--- src/rtl/mips_pkg.sv ---
// rtl/mips_pkg.sv - shared types and constants for the store buffer
package mips_pkg;

  typedef enum logic [1:0] {
    SB_IDLE  = 2'd0,
    SB_DRAIN = 2'd1,
    SB_LOAD  = 2'd2
  } sb_state_t;

  // Byte-offset bits dropped when comparing word addresses
  localparam int WORD_LSB = 2;

endpackage

--- src/rtl/store_buffer_if.sv ---
// rtl/store_buffer_if.sv - handshaked data-memory port between store buffer and memory
interface store_buffer_if #(
  parameter int AW = 32
) ();

  logic          mem_req;
  logic          mem_we;
  logic [AW-1:0] mem_addr;
  logic [31:0]   mem_wdata;
  logic          mem_ack;
  logic [31:0]   mem_rdata;

  modport master (
    output mem_req, mem_we, mem_addr, mem_wdata,
    input  mem_ack, mem_rdata
  );

  modport slave (
    input  mem_req, mem_we, mem_addr, mem_wdata,
    output mem_ack, mem_rdata
  );

endinterface

--- src/rtl/store_queue.sv ---
// rtl/store_queue.sv - DEPTH-entry word-address/data FIFO exposing its entries for forwarding
module store_queue
  import mips_pkg::*;
#(
  parameter int DEPTH = 4,
  parameter int AW    = 32,
  localparam int PW   = $clog2(DEPTH),
  localparam int WAW  = AW - WORD_LSB
) (
  input  logic                             clk,
  input  logic                             reset,
  input  logic                             push,
  input  logic [WAW-1:0]                   push_addr,
  input  logic [31:0]                      push_data,
  input  logic                             pop,
  output logic                             full,
  output logic                             empty,
  output logic [PW:0]                      count,
  output logic [PW-1:0]                    head,
  output logic [DEPTH-1:0]                 valid,
  output logic [DEPTH-1:0][WAW-1:0]        entry_addr,
  output logic [DEPTH-1:0][31:0]           entry_data
);

  logic [PW-1:0] tail;

  assign full  = (count == (PW+1)'(DEPTH));
  assign empty = (count == '0);

  // When full with simultaneous push and pop, head == tail: the later valid set wins
  always_ff @(posedge clk or posedge reset) begin
    if (reset) begin
      head       <= '0;
      tail       <= '0;
      count      <= '0;
      valid      <= '0;
      entry_addr <= '0;
      entry_data <= '0;
    end else begin
      if (pop) begin
        valid[head] <= 1'b0;
        head        <= head + PW'(1);
      end
      if (push) begin
        valid[tail]      <= 1'b1;
        entry_addr[tail] <= push_addr;
        entry_data[tail] <= push_data;
        tail             <= tail + PW'(1);
      end
      case ({push, pop})
        2'b10:   count <= count + (PW+1)'(1);
        2'b01:   count <= count - (PW+1)'(1);
        default: count <= count;
      endcase
    end
  end

endmodule

--- src/rtl/store_buffer.sv ---
// rtl/store_buffer.sv - posted-write store buffer with load forwarding and priority memory reads
module store_buffer
  import mips_pkg::*;
#(
  parameter int DEPTH = 4,
  parameter int AW    = 32
) (
  input  logic              clk,
  input  logic              reset,
  input  logic              memwrite,
  input  logic              memread,
  input  logic [AW-1:0]     aluout,
  input  logic [31:0]       writedata,
  output logic [31:0]       readdata,
  output logic              stall,
  store_buffer_if.master    mem
);

  localparam int PW  = $clog2(DEPTH);
  localparam int WAW = AW - WORD_LSB;

  sb_state_t                  state;
  logic                       q_full;
  logic                       q_empty;
  logic [PW:0]                q_count;
  logic [PW-1:0]              q_head;
  logic [DEPTH-1:0]           q_valid;
  logic [DEPTH-1:0][WAW-1:0]  q_addr;
  logic [DEPTH-1:0][31:0]     q_data;

  logic [WAW-1:0] word_addr;
  logic           drain_done;
  logic           load_ack;
  logic           accept;
  logic           load_req;
  logic           load_miss;
  logic           hit;
  logic [31:0]    hit_data;
  logic [PW-1:0]  scan_idx;
  logic [PW:0]    count_next;
  logic [PW:0]    remain;
  logic [PW-1:0]  nh_idx;
  logic [WAW-1:0] nh_addr;
  logic [31:0]    nh_data;
  logic           unused_byte_bits;

  assign word_addr        = aluout[AW-1:WORD_LSB];
  assign unused_byte_bits = ^aluout[WORD_LSB-1:0];
  assign drain_done       = (state == SB_DRAIN) & mem.mem_ack;
  assign load_ack         = (state == SB_LOAD) & mem.mem_ack;
  assign accept           = memwrite & (~q_full | drain_done);
  assign load_req         = memread & ~memwrite;
  assign load_miss        = load_req & ~hit;

  store_queue #(
    .DEPTH (DEPTH),
    .AW    (AW)
  ) u_queue (
    .clk        (clk),
    .reset      (reset),
    .push       (accept),
    .push_addr  (word_addr),
    .push_data  (writedata),
    .pop        (drain_done),
    .full       (q_full),
    .empty      (q_empty),
    .count      (q_count),
    .head       (q_head),
    .valid      (q_valid),
    .entry_addr (q_addr),
    .entry_data (q_data)
  );

  // Scan oldest to youngest so the youngest matching entry overrides earlier ones
  always_comb begin
    hit      = 1'b0;
    hit_data = '0;
    scan_idx = q_head;
    for (int k = 0; k < DEPTH; k++) begin
      scan_idx = q_head + PW'(k);
      if (q_valid[scan_idx] && (q_addr[scan_idx] == word_addr)) begin
        hit      = 1'b1;
        hit_data = q_data[scan_idx];
      end
    end
  end

  // Head entry as it will stand after this cycle's pop and push
  always_comb begin
    count_next = q_count + (PW+1)'(accept) - (PW+1)'(drain_done);
    remain     = q_count - (PW+1)'(drain_done);
    nh_idx     = q_head + PW'(drain_done);
    if (remain == '0) begin
      nh_addr = word_addr;
      nh_data = writedata;
    end else begin
      nh_addr = q_addr[nh_idx];
      nh_data = q_data[nh_idx];
    end
  end

  always_comb begin
    readdata = '0;
    if (load_req) begin
      if (hit)           readdata = hit_data;
      else if (load_ack) readdata = mem.mem_rdata;
    end
  end

  assign stall = (memwrite & ~accept) | (load_miss & ~load_ack);

  always_ff @(posedge clk or posedge reset) begin
    if (reset) begin
      state         <= SB_IDLE;
      mem.mem_req   <= 1'b0;
      mem.mem_we    <= 1'b0;
      mem.mem_addr  <= '0;
      mem.mem_wdata <= '0;
    end else begin
      case (state)
        SB_IDLE: begin
          if (load_miss) begin
            state        <= SB_LOAD;
            mem.mem_req  <= 1'b1;
            mem.mem_we   <= 1'b0;
            mem.mem_addr <= {word_addr, 2'b00};
          end else if (count_next != '0) begin
            state         <= SB_DRAIN;
            mem.mem_req   <= 1'b1;
            mem.mem_we    <= 1'b1;
            mem.mem_addr  <= {nh_addr, 2'b00};
            mem.mem_wdata <= nh_data;
          end
        end
        SB_DRAIN: begin
          if (mem.mem_ack) begin
            if (load_miss) begin
              state        <= SB_LOAD;
              mem.mem_we   <= 1'b0;
              mem.mem_addr <= {word_addr, 2'b00};
            end else if (count_next != '0) begin
              mem.mem_addr  <= {nh_addr, 2'b00};
              mem.mem_wdata <= nh_data;
            end else begin
              state       <= SB_IDLE;
              mem.mem_req <= 1'b0;
              mem.mem_we  <= 1'b0;
            end
          end
        end
        SB_LOAD: begin
          if (mem.mem_ack) begin
            if (count_next != '0) begin
              state         <= SB_DRAIN;
              mem.mem_we    <= 1'b1;
              mem.mem_addr  <= {nh_addr, 2'b00};
              mem.mem_wdata <= nh_data;
            end else begin
              state       <= SB_IDLE;
              mem.mem_req <= 1'b0;
            end
          end
        end
        default: begin
          state       <= SB_IDLE;
          mem.mem_req <= 1'b0;
        end
      endcase
    end
  end

endmodule

--- src/flat_wrapper.sv ---
// flat-port wrapper written by rule: the top's interface ports become plain ports
module store_buffer_flat import mips_pkg::*;
#(
  parameter int DEPTH = 4,
  parameter int AW    = 32
)
  (clk, reset, memwrite, memread, aluout, writedata, readdata, stall, mem_mem_req, mem_mem_we, mem_mem_addr, mem_mem_wdata, mem_mem_ack, mem_mem_rdata);
  store_buffer_if #(.AW(AW)) mem_i ();
  input  logic clk;
  input  logic reset;
  input  logic memwrite;
  input  logic memread;
  input  logic [AW-1:0] aluout;
  input  logic [31:0] writedata;
  output logic [31:0] readdata;
  output logic stall;
  output wire logic [$bits(mem_i.mem_req)-1:0] mem_mem_req;
  output wire logic [$bits(mem_i.mem_we)-1:0] mem_mem_we;
  output wire logic [$bits(mem_i.mem_addr)-1:0] mem_mem_addr;
  output wire logic [$bits(mem_i.mem_wdata)-1:0] mem_mem_wdata;
  input wire logic [$bits(mem_i.mem_ack)-1:0] mem_mem_ack;
  input wire logic [$bits(mem_i.mem_rdata)-1:0] mem_mem_rdata;
  assign mem_mem_req = mem_i.mem_req;
  assign mem_mem_we = mem_i.mem_we;
  assign mem_mem_addr = mem_i.mem_addr;
  assign mem_mem_wdata = mem_i.mem_wdata;
  assign mem_i.mem_ack = mem_mem_ack;
  assign mem_i.mem_rdata = mem_mem_rdata;
  store_buffer #(.DEPTH(DEPTH), .AW(AW)) u_core (.clk(clk), .reset(reset), .memwrite(memwrite), .memread(memread), .aluout(aluout), .writedata(writedata), .readdata(readdata), .stall(stall), .mem(mem_i));
endmodule
--- config.mk ---
export PLATFORM = sky130hd
export DESIGN_NAME = store_buffer_flat
export DESIGN_NICKNAME = d
export VERILOG_FILES = /design/src/rtl/mips_pkg.sv /design/src/rtl/store_buffer_if.sv /design/src/rtl/store_queue.sv /design/src/rtl/store_buffer.sv /design/src/flat_wrapper.sv
export SDC_FILE = /design/constraint.sdc
export NUM_CORES = 1
export LEC_CHECK = 0
export BUFFER_PORTS_ARGS = -buffer_cell sky130_fd_sc_hd__buf_2
export CORE_MARGIN = 2
export CORE_UTILIZATION = 45
export CTS_CLUSTER_DIAMETER = 120
export DETAILED_ROUTE_END_ITERATION = 8
export PLACE_DENSITY_LB_ADDON = 0.12
export SYNTH_ARGS = -nofsm -noshare
export SYNTH_HDL_FRONTEND = slang
export SYNTH_SLANG_ARGS = --single-unit
--- constraint.sdc ---
create_clock -name clk -period 14.7 [get_ports clk]
set_clock_uncertainty 0.15 [all_clocks]
set_input_delay 1.47 -clock clk [delete_from_list [all_inputs] [get_ports clk]]
set_output_delay 1.47 -clock clk [all_outputs]
set_load 0.03 [all_outputs]
# After elaboration in Yosys (flattened, before gate mapping)
# Cells that the tools add are included.
[op_classes]
muxes = 86
n_addsub = 10
n_bitwise = 17
reduce_logical = 15
eq_ne = 14
order_cmp = 8
[op_table]
columns = ["cell", "n"]
rows = [
  ["$mux 32", 22],
  ["$bmux 32 s2", 5],
  ["$bmux 30 s2", 5],
  ["$mux 30", 7],
  ["$pmux 32 s3", 2],
  ["$bwmux 128", 1],
  ["$bwmux 120", 1],
  ["$eq 30x30->1", 4],
  ["$demux 32 s2", 1],
  ["$demux 30 s2", 1],
  ["$mux 1", 23],
  ["$lt 2x3->1 const B", 6],
  ["$mux 2", 6],
  ["$reduce_and 4->1", 3],
  ["$bmux 1 s2", 4],
  ["$mux 4", 2],
  ["$and 1x1->1", 7],
  ["$logic_and 1x1->1", 6],
  ["$ne 2x2->1 const B", 3],
  ["$pmux 1 s3", 2],
  ["$pmux 2 s3", 1],
  ["$pmux 3 s2", 1],
  ["$reduce_bool 3->1", 2],
  ["$sub 3x1->3", 2],
  ["22 further kinds", 33],
]
[word_totals]
word_cells = 167
out_inout_bits = 99
input_bits = 101
ff_bits = 327

# Depth between registers and ports, before layout
# Gate-level depths: netlist of run 1.
[logic_depth]
ltp_word = 13
ltp_mapped = 23
depth_no_buf = 16

# Modules after synthesis
# From an unflattened synthesis of run 1, not the netlist that was laid out.
[unflattened]
hier_cells = 2349
hier_area_um2 = 26395.3
[modules_own_cells]
columns = ["module", "seq_area_each_um2", "area_each_um2", "cells_per_inst", "n_inst"]
rows = [
  ["store_buffer", 1701.6, 15353.5, 1768, 1],
  ["store_queue", 6481.2, 11041.8, 581, 1],
]

# Worst setup path before layout of run 1
# No wires, ideal clock.
[synth_path]
path_kind = "reg2out"
start = "reg u_core.u_queue.head[1]"
end = "out readdata[10]"
path_stages_with_launch = 22
arrival_time_ns = 5.113
n_path_buf = 11
required_ns = 13.080
path_slack_ns = 7.967
path_cell_list = "dfrtp_1 > buf_6 > buf_6 > buf_4 > buf_4 > buf_2 > buf_1 > inv_1 > ha_1 > buf_6 > buf_4 > buf_4 > buf_4 > mux4_2 > xnor2_1 > nand4b_1 > nor4_1 > nand4_1 > clkbuf_1 > mux2i_1 > a22o_1 > a21oi_1"
[synth_via]
elab_chain_cells = 10
word_cells_on_any_way = 45
classes_between = "add/sub (3); eq/ne (4); mux (34); reduce/logical (4)"
[synth_lines]
columns = ["item", "line", "source"]
rows = [
  ["from (decl)", "store_queue.sv:19", "output logic [PW-1:0] head,"],
  ["from (signal assigned)", "store_queue.sv:42", "head <= head + PW'(1);"],
  ["$add 2x1->2 or $bmux 30 s2 (tied branches)", "store_buffer.sv:80, store_buffer.sv:81", ""],
  ["$bmux 30 s2 or $mux 30 (tied branches)", "store_buffer.sv:81", "if (q_valid[scan_idx] && (q_addr[scan_idx] == word_addr)) begin"],
  ["$mux 30 (not written as such) or $eq 30x30->1 (tied branches)", "store_buffer.sv:81", ""],
  ["$eq 30x30->1 or $logic_and 1x1->1 (tied branches)", "store_buffer.sv:81", ""],
  ["$logic_and 1x1->1 (tied with other cells)", "store_buffer.sv:81", ""],
  ["$mux 32 or $mux 1 (tied branches) (3 in a row)", "store_buffer.sv:81", ""],
  ["$mux 32 (*)", "store_buffer.sv:105", "if (hit) readdata = hit_data;"],
  ["$mux 32 (*)", "store_buffer.sv:104", "if (load_req) begin"],
  ["to (decl)", "flat_wrapper.sv:15", "output logic [31:0] readdata;"],
]
# Every way passes the cells marked *; elsewhere a longest branch is shown, timed or not. The select of a mux whose other input is x is not followed.

# Worst setup path in the final report of run 1
[layout_path]
start = "reg u_core.u_queue.head[0]"
end = "out readdata[7]"
# The elaborated chain is that of the path after synthesis.

==> results_dict.tcl, run 1 <==
set metrics [dict create \
    status "finished, final reports clean" \
    numPortBuffers 197 \
    grt_pass1_wl_um 124000 \
    critPathRequiredTime_ns 13.08 \
    dieArea_um2 58300 \
    syn-cell-area_um2 25400 \
    gp_congestion 0.919 \
    relSlewSlack_pct 28.5 \
    setup_violations 0 \
    grt_max_degree 119 \
    drtPass1Iterations 5 \
    drt-initial-drc-count 1846 \
    routed_via_density 6.68 \
    synth-async-reset-ratio_pct 100 \
    synth_top_family_by_area "multiplexers" \
    slew_viol_final 0 \
    wl_um 80400 \
    ant_nets 0 \
    critPathArrivalTime_ns 8.62 \
    layout.nets 2226 \
    fin_crit_sh_pct 69.6 \
    synth-simple-area-share_pct 7.99 \
    start_util_pct 45.3 \
    ys.flop_type "dfrtp_1" \
    worstSetupPathType "reg -> out" \
    antenna_found_initial 6 \
    power_mw 8.34 \
    ctsHtreeMaxLevel 2 \
    clock.fmax_mhz 97.7 \
    synth_edf_count 0 \
    seq_area_frac_synth_pct 32.2 \
    die_h_um 242 \
    clkLatencyLatePin_ns 0.60 \
    syn_nets 2167 \
    place.detailed.hpwl_um 51600 \
    drc 0 \
    num_vias 19369 \
    synth_area_per_cell_um2 12.4 \
    coreArea_um2 56100 \
    drive_above_1_share_pct 41.9 \
    area_delta_synth_final_pct 11.0 \
    worstPathMaxFanout 62 \
    grt_use_total_pct 27.5 \
    clock_sinks 327 \
    cts_made_buffers 42 \
    hold_buffers 0 \
    avgRoutedWirePerCell_um 27.7 \
    maxCapViolCount 0 \
    leakage_nw 11.6 \
    dp_cells 2820 \
    cts_tree "done" \
    cts_resized 0 \
    tns_ns 0 \
    die_w_um 242 \
    period_minus_slack_ns 10.24 \
    rsz0062_at_grt "no" \
    clock_path_buffers 3 \
    hold_path_class "reg -> reg" \
    critPathCaptureType "primary output" \
    overflow 0 \
    instances_no_fill 2899 \
    ys_types 81 \
    synth_mux_area_share_pct 42.0 \
    synth_compound_area_share_pct 8.84 \
    synth_warnings 0 \
    hold_viol_final 0 \
    num_rows 87 \
    startpoint_type "flop" \
    vdd_drop_max_uv 192 \
    clockRootBuffer "clkbuf_16" \
    ys_seq_elements 327 \
    tightest_slew_ns 1.07 \
    post_cts_buffers 0 \
    yosys.area_share.xor_xnor_pct 3.45 \
    power-per-cell-area_nw_per_um2 296 \
    clk_pin_slew_ns 0.06 \
    syn_inst 2049 \
    synthAdderAreaFrac_pct 0.897 \
    grt_pass1_vias 19106 \
    io_pins 200 \
]
-- where the power goes --
group / switching, mW / total, mW / internal (mW)
registers: 0.664 / 2.03 / 1.37
logic: 2.51 / 5.19 / 2.68
clock network: 0.444 / 1.12 / 0.675
-- cells by family after synthesis --
| kind of cell | Yosys count |
|---|---|
| AOI/OAI and AO/OA | 314 |
| buffers and inverters | 243 |
| DFF | 327 |
| and+or+nand+nor | 379 |
| muxes | 669 |
| xor gates and xnor gates | 100 |
| adders and majority gates | 17 |
-- state kept, by name, indices dropped and copies added (netlist names) --
name and count:
u_core.mem.mem_addr 32, u_core.mem.mem_req 1, u_core.mem.mem_wdata 32, u_core.mem.mem_we 1
u_core.state 2, u_core.u_queue.count 3, u_core.u_queue.entry_addr 120, u_core.u_queue.entry_data 128
u_core.u_queue.head 2, u_core.u_queue.tail 2, u_core.u_queue.valid 4
-- layout make-up --
| cell class | instances | area [um^2] |
|---|---|---|
| clock inverter | 22 | 347 |
| tap | 756 | 946 |
| multi-input combinational | 1479 | 16200 |
| inverter | 26 | 105 |
| timing repair buffer | 232 | 1260 |
| fill | 4961 | 27900 |
| antenna | 2 | 5.00 |
| clock buffer | 55 | 1140 |
| sequential | 327 | 8190 |
-- layer usage --
metal	GRT usage, %	share of wire, %	vias to the layer above
met2	43.0	47	787
li1	-	-	8241
met3	4.77	7.4	108
met5	0	0.053	-
met4	6.17	1.8	8
met1	40.0	43	10225
-- metrics by stage --
stage               hold slack, ns  setup WS, ns  instance area (um^2)  util [%]
global route                 0.343          4.05                 28200      50.2
finish                       0.332          4.46                 28200      50.2
detailed placement           0.321          5.21                 26700      47.6
floorplan                    0.345          4.03                 25400         -
CTS                          0.334          4.56                 28200      50.2
global placement             0.316          5.32                 26700      47.6
-- worst max-delay path: stages, from the launching register on --
cell	delay, ns
dfrtp_4	1.13
inv_2	0.56
ha_4	0.74
buf_4	0.78
mux2_2	0.43
a222oi_1	0.35
a31oi_1	0.18
nor4_4	0.44
buf_4	0.57
nand3_2	0.85
and2_2	0.81
o211a_2	0.53
nand4_1	0.20
a21oi_1	0.08
buf_2	0.20
-- cell usage in the layout, fill, tap and decap left out, types with 41 or more instances in the layout --
cell type | netlist | final
mux4_2 | 289 | 289
dfrtp_1 | 327 | 325
xnor2_1 | 96 | 95
nand2_1 | 94 | 90
o21ai_0 | 100 | 100
mux2i_1 | 104 | 104
buf_2 | 31 | 197
nand3_1 | 45 | 42
clkbuf_16 | 0 | 42
nor2_1 | 55 | 53
a21oi_1 | 41 | 41
mux2_2 | 274 | 274
nand4_1 | 97 | 97
-- final timing paths --
check	start	end	slack, ns	cells after the start
min in group asynchronous	reset	u_core.u_queue.entry_addr[89]$_DFFE_PP0P_	0.88	2
max reg2reg	u_core.u_queue.head[0]$_DFFE_PP0N_	u_core.mem.mem_addr[6]$_DFFE_PP0P_	7.79	14
max in group asynchronous	reset	u_core.u_queue.head[1]$_DFFE_PP0N_	11.04	4
min reg2reg	u_core.mem.mem_addr[16]$_DFFE_PP0P_	u_core.mem.mem_addr[16]$_DFFE_PP0P_	0.33	1
max	u_core.u_queue.head[0]$_DFFE_PP0N_	readdata[7]	4.46	14
min	u_core.mem.mem_addr[16]$_DFFE_PP0P_	u_core.mem.mem_addr[16]$_DFFE_PP0P_	0.33	1
-- synthesized netlist by cell type (all sizes together) (3+ instances only) --
master,count,area share (%)
o221ai,3,0.10
a21boi,3,0.089
a211oi,4,0.12
nand3,45,0.89
or3,3,0.074
a211o,30,1.0
a2bb2oi,3,0.10
nor4,9,0.27
inv,25,0.37
and3,4,0.099
buf,87,2.3
xnor2,96,3.3
mux2i,104,4.1
o31ai,3,0.089
clkbuf,130,1.9
dfrtp,327,32
nor3,3,0.059
a22oi,7,0.21
o211a,31,1.2
nor3b,32,0.95
xor2,4,0.14
o21ai,101,2.0
nor2,55,0.81
mux4,289,26
and2,9,0.22
o22ai,14,0.34
nor4b,3,0.13
mux2,276,12
o2111ai,10,0.34
nand2b,13,0.32
ha,15,0.74
nand4,97,2.4
nand2,94,1.4
a22o,33,1.1
a21oi,41,0.81
(Power assumes the default switching activity.)
==> inputs of run 2 (changes only) <==
Clock period 14.7 ns to 10.6 ns, I/O delays scaled along.
==> results_dict.tcl, run 2 (same netlist as run 1, synthesis figures left out) <==
set metrics [dict create \
    grt_max_degree 137 \
    antenna_found_initial 3 \
    fin_crit_sh_pct 75.4 \
    clock.fmax_mhz 125 \
    gp_congestion 0.949 \
    period_minus_slack_ns 7.99 \
    grt_pass1_vias 19338 \
    numPortBuffers 197 \
    cts_tree "done" \
    clockRootBuffer "clkbuf_16" \
    final_common_cell "dfrtp_1" \
    clock_path_buffers 3 \
    hold_buffers 0 \
    largest_register_ffs 128 \
    setup_violations 0 \
    cts_resized 0 \
    clkLatencyLatePin_ns 0.59 \
    clk_pin_slew_ns 0.06 \
    critPathRequiredTime_ns 9.39 \
    startpoint_type "flop" \
    drtPass1Iterations 5 \
    critPathCaptureType "primary output" \
    num_rows 87 \
    worstPathMaxFanout 66 \
    num_vias 19545 \
    dp_cells 2817 \
    leakage_nw 11.6 \
    maxCapViolCount 0 \
    reg2reg_slack_ns 4.09 \
    routed_via_density 6.75 \
    start_util_pct 45.3 \
    slew_viol_final 0 \
    final_cell_mix "325 x dfrtp_1, 289 x mux4_2, 274 x mux2_2" \
    area_delta_synth_final_pct 10.8 \
    power-per-cell-area_nw_per_um2 410 \
    layout.nets 2223 \
    vdd_drop_max_uv 281 \
    cts_made_buffers 42 \
    io_pins 200 \
    tightest_slew_ns 1.18 \
    hold_viol_final 0 \
    drt-initial-drc-count 1675 \
    rsz0062_at_grt "no" \
    ant_nets 0 \
    die_h_um 242 \
    coreArea_um2 56100 \
    die_w_um 242 \
    post_cts_buffers 0 \
    critPathArrivalTime_ns 6.78 \
    relSlewSlack_pct 21.5 \
    overflow 0 \
    dieArea_um2 58300 \
    tns_ns 0 \
    top_regs "u_core.u_queue.entry_data: 128 flops, u_core.u_queue.entry_addr: 120 flops" \
    grt_use_total_pct 27.5 \
    worst_slack_ns 2.61 \
    instances_no_fill 2894 \
    fillers 4926 \
    drc 0 \
    avgRoutedWirePerCell_um 28.0 \
    drive_above_1_share_pct 41.6 \
    hold_path_class "reg -> reg" \
    grt_pass1_wl_um 124000 \
    top_register "u_core.u_queue.entry_data" \
    worstSetupPathType "reg -> out" \
    place.detailed.hpwl_um 50800 \
    clock_sinks 327 \
    ctsHtreeMaxLevel 2 \
    wl_um 81000 \
    place_ws_ns 3.27 \
    status "finished, final reports clean" \
]
==> run 2: cell count changes in the layout (fill, tap and decap cells not counted), moves of 2 or more <==
cell and change:
clkbuf_8 +7, clkbuf_1 +2, clkinv_2 -4, clkinvlp_4 -3, buf_12 +2, buf_4 -5, bufinv_16 -3
==> run 2: report_power, final <==
part	total (mW)	internal (mW)	switching, mW
combinational	7.20	3.72	3.48
clock	1.52	0.910	0.605
sequential	2.81	1.90	0.910
==> run 2: final cells by class <==
cell class                      count  area [um^2]  share of cell area [%]
Antenna cell                        1         2.50                 0.00890
Clock buffer                       64         1240                    4.42
Clock inverter                     12          196                   0.699
Inverter                           26          105                   0.374
Multi-Input combinational cell   1479        16200                    57.5
Sequential cell                   327         8190                    29.1
Tap cell                          756          946                    3.36
Timing Repair Buffer              229         1260                    4.49
==> run 2: final timing paths <==
kind | start | cells after the start | endpoint
worst min register to register | u_core.mem.mem_addr[5]$_DFFE_PP0P_ | 1 | u_core.mem.mem_addr[5]$_DFFE_PP0P_
min in group asynchronous | reset | 2 | u_core.u_queue.entry_data[92]$_DFFE_PP0P_
worst min-delay path | u_core.mem.mem_addr[5]$_DFFE_PP0P_ | 1 | u_core.mem.mem_addr[5]$_DFFE_PP0P_
worst max register to register | u_core.u_queue.head[0]$_DFFE_PP0N_ | 15 | u_core.mem.mem_addr[16]$_DFFE_PP0P_
max in group asynchronous | reset | 4 | u_core.u_queue.head[0]$_DFFE_PP0N_
worst max-delay path | u_core.u_queue.head[0]$_DFFE_PP0N_ | 13 | readdata[7]
==> run 2: critical path: stages, from the launching register on <==
cell     delay [ns]
dfrtp_4        0.82
inv_2          0.45
ha_4           1.08
buf_4          0.49
mux4_2         0.41
xnor2_1        0.19
nand4_1        0.17
nor4_4         0.08
nand3_1        0.09
and2_2         0.83
o211a_2        0.89
nand4_1        0.17
a21oi_1        0.20
buf_2          0.22
==> run 2: layer usage <==
| layer | vias to the layer above | part of all wire [%] | GRT usage, % |
|---|---|---|---|
| met3 | 141 | 7.0 | 4.58 |
| li1 | 8228 | - | - |
| met1 | 10382 | 44 | 39.9 |
| met5 | - | 0.026 | 0 |
| met2 | 790 | 47 | 42.6 |
| met4 | 4 | 2.5 | 8.13 |
==> run 2: through the flow <==
step	utilization [%]	hold WS (ns)	area (um^2)	total power, mW
floorplan	-	0.345	25400	8.19
global placement	47.6	0.316	26700	9.78
detailed placement	47.6	0.321	26700	9.94
CTS	50.2	0.335	28100	11.5
global route	50.2	0.345	28100	12.2
finish	50.2	0.331	28100	11.5
==> inputs of run 3 (changes only) <==
Clock period 10.6 ns to 7.9 ns, I/O delays scaled along.
==> results_dict.tcl, run 3 (same netlist as run 1, synthesis figures left out) <==
set metrics [dict create \
    grt_max_degree 132 \
    worst-r2r-cell-count 14 \
    gp_congestion 0.951 \
    utilization_pct 50.4 \
    num_vias 19554 \
    largest_register_ffs 128 \
    grt_pass1_vias 19351 \
    power-per-cell-area_nw_per_um2 552 \
    post_cts_buffers 0 \
    status "finished, final reports clean" \
    coreArea_um2 56100 \
    clkPwrFrac_pct 13.7 \
    clock_sinks 327 \
    numPortBuffers 197 \
    clock_path_buffers 3 \
    ctsHtreeMaxLevel 2 \
    clock.fmax_mhz 139 \
    internal_power_mw 8.89 \
    grt_use_total_pct 27.7 \
    fillers 4933 \
    tns_ns 0 \
    fin_crit_sh_pct 91.1 \
    cts_tree "done" \
    tightest_slew_ns 1.26 \
    vdd_drop_max_uv 338 \
    wl_um 81300 \
    cts_resized 0 \
    antenna_found_initial 9 \
    clkLatencyLatePin_ns 0.59 \
    cts_made_buffers 42 \
    drive_above_1_share_pct 42.1 \
    drt-initial-drc-count 2054 \
    clockRootBuffer "clkbuf_16" \
    rsz0062_at_grt "no" \
    maxCapViolCount 0 \
    overflow 0 \
    final_common_cell "dfrtp_1" \
    dieArea_um2 58300 \
    worstSetupPathType "reg -> out" \
    drc 0 \
    comb_power_share_pct 62.2 \
    swShare_pct 43.1 \
    place.detailed.hpwl_um 52100 \
    io_pins 200 \
    final_cell_mix "325 x dfrtp_1, 289 x mux4_2, 274 x mux2_2" \
    start_util_pct 45.3 \
    routed_via_density 6.73 \
    num_rows 87 \
    leakage_nw 11.6 \
    slew_viol_final 0 \
    critPathRequiredTime_ns 6.96 \
    setup_violations 0 \
    hold_path_class "in -> async" \
    drtPass1Iterations 5 \
    layout.nets 2232 \
    hold_buffers 0 \
    grt_pass1_wl_um 124000 \
    top_regs "u_core.u_queue.entry_data: 128 flops, u_core.u_queue.entry_addr: 120 flops" \
    power.switching_mw 6.72 \
    startpoint_type "flop" \
    critPathArrivalTime_ns 6.26 \
    hold_viol_final 0 \
    period_minus_slack_ns 7.20 \
    power_frac_seq_pct 24.1 \
    avgRoutedWirePerCell_um 28.0 \
    top_register "u_core.u_queue.entry_data" \
    worstPathMaxFanout 50 \
    critPathCaptureType "primary output" \
    die_h_um 242 \
    die_w_um 242 \
    area_delta_synth_final_pct 11.4 \
    clk_pin_slew_ns 0.06 \
    relSlewSlack_pct 16.3 \
    ant_nets 0 \
]
## run 3: stage by stage
| step | area [um^2] | cells | power (mW) | hold slack (ns) | setup slack, ns |
|---|---|---|---|---|---|
| floorplan | 25400 | 2049 | 11.0 | 0.345 | 1.85 |
| global placement | 26700 | 2826 | 13.2 | 0.312 | 1.45 |
| detailed placement | 26700 | 2826 | 13.4 | 0.318 | 1.32 |
| CTS | 28300 | 2901 | 15.6 | 0.151 | 0.676 |
| global route | 28300 | 2904 | 16.5 | 0.196 | 0.374 |
| finish | 28300 | 2905 | 15.6 | 0.143 | 0.703 |
## run 3: final cells by class
cell class / count / area, um^2 / share of cell area, %
antenna: 4 / 10.0 / 0.0354
tap: 756 / 946 / 3.35
inverter: 26 / 101 / 0.358
timing repair buffer: 238 / 1320 / 4.66
clock buffer: 56 / 1210 / 4.30
multi-input combinational: 1479 / 16200 / 57.2
clock inverter: 19 / 323 / 1.14
sequential: 327 / 8190 / 29.0
## run 3: worst max-delay path, stage by stage (launching register included)
cell	delay, ns
dfrtp_4	1.01
inv_1	0.24
ha_4	0.61
buf_12	0.32
mux2i_1	0.31
a221o_1	0.26
o31a_1	0.27
nor4bb_4	0.08
nand3_1	0.10
and2_1	0.90
o211a_2	0.92
nand4_1	0.18
a21oi_1	0.19
buf_2	0.22
## run 3: layer usage
metal / wire (um) / global-route usage, % / part of all wire [%]
met5: 54 / 0 / 0.066
met4: 2200 / 9.17 / 2.7
met3: 6750 / 6.86 / 8.3
met2: 38000 / 42.2 / 47
met1: 34300 / 39.0 / 42
## run 3: worst paths after layout
| kind | from | end | slack [ns] |
|---|---|---|---|
| max | u_core.u_queue.head[1]$_DFFE_PP0N_ | readdata[10] | 0.70 |
| min | reset | u_core.u_queue.entry_data[60]$_DFFE_PP0P_ | 0.14 |
| max reg2reg | u_core.u_queue.head[1]$_DFFE_PP0N_ | u_core.mem.mem_addr[2]$_DFFE_PP0P_ | 1.71 |
| min reg2reg | u_core.mem.mem_addr[13]$_DFFE_PP0P_ | u_core.mem.mem_addr[13]$_DFFE_PP0P_ | 0.33 |
| max in group asynchronous | reset | u_core.mem.mem_wdata[12]$_DFFE_PP0P_ | 5.50 |
| min in group clk | u_core.mem.mem_addr[13]$_DFFE_PP0P_ | u_core.mem.mem_addr[13]$_DFFE_PP0P_ | 0.33 |
## run 3: power groups by stage
stage / sequential, mW / combinational (mW) / clock (mW)
after floorplan: 3.59 / 7.40 / 0
after global placement: 3.64 / 9.54 / 0
after detailed placement: 3.75 / 9.64 / 0
after CTS: 3.72 / 9.69 / 2.19
after global routing: 3.92 / 10.3 / 2.26
final: 3.76 / 9.71 / 2.14
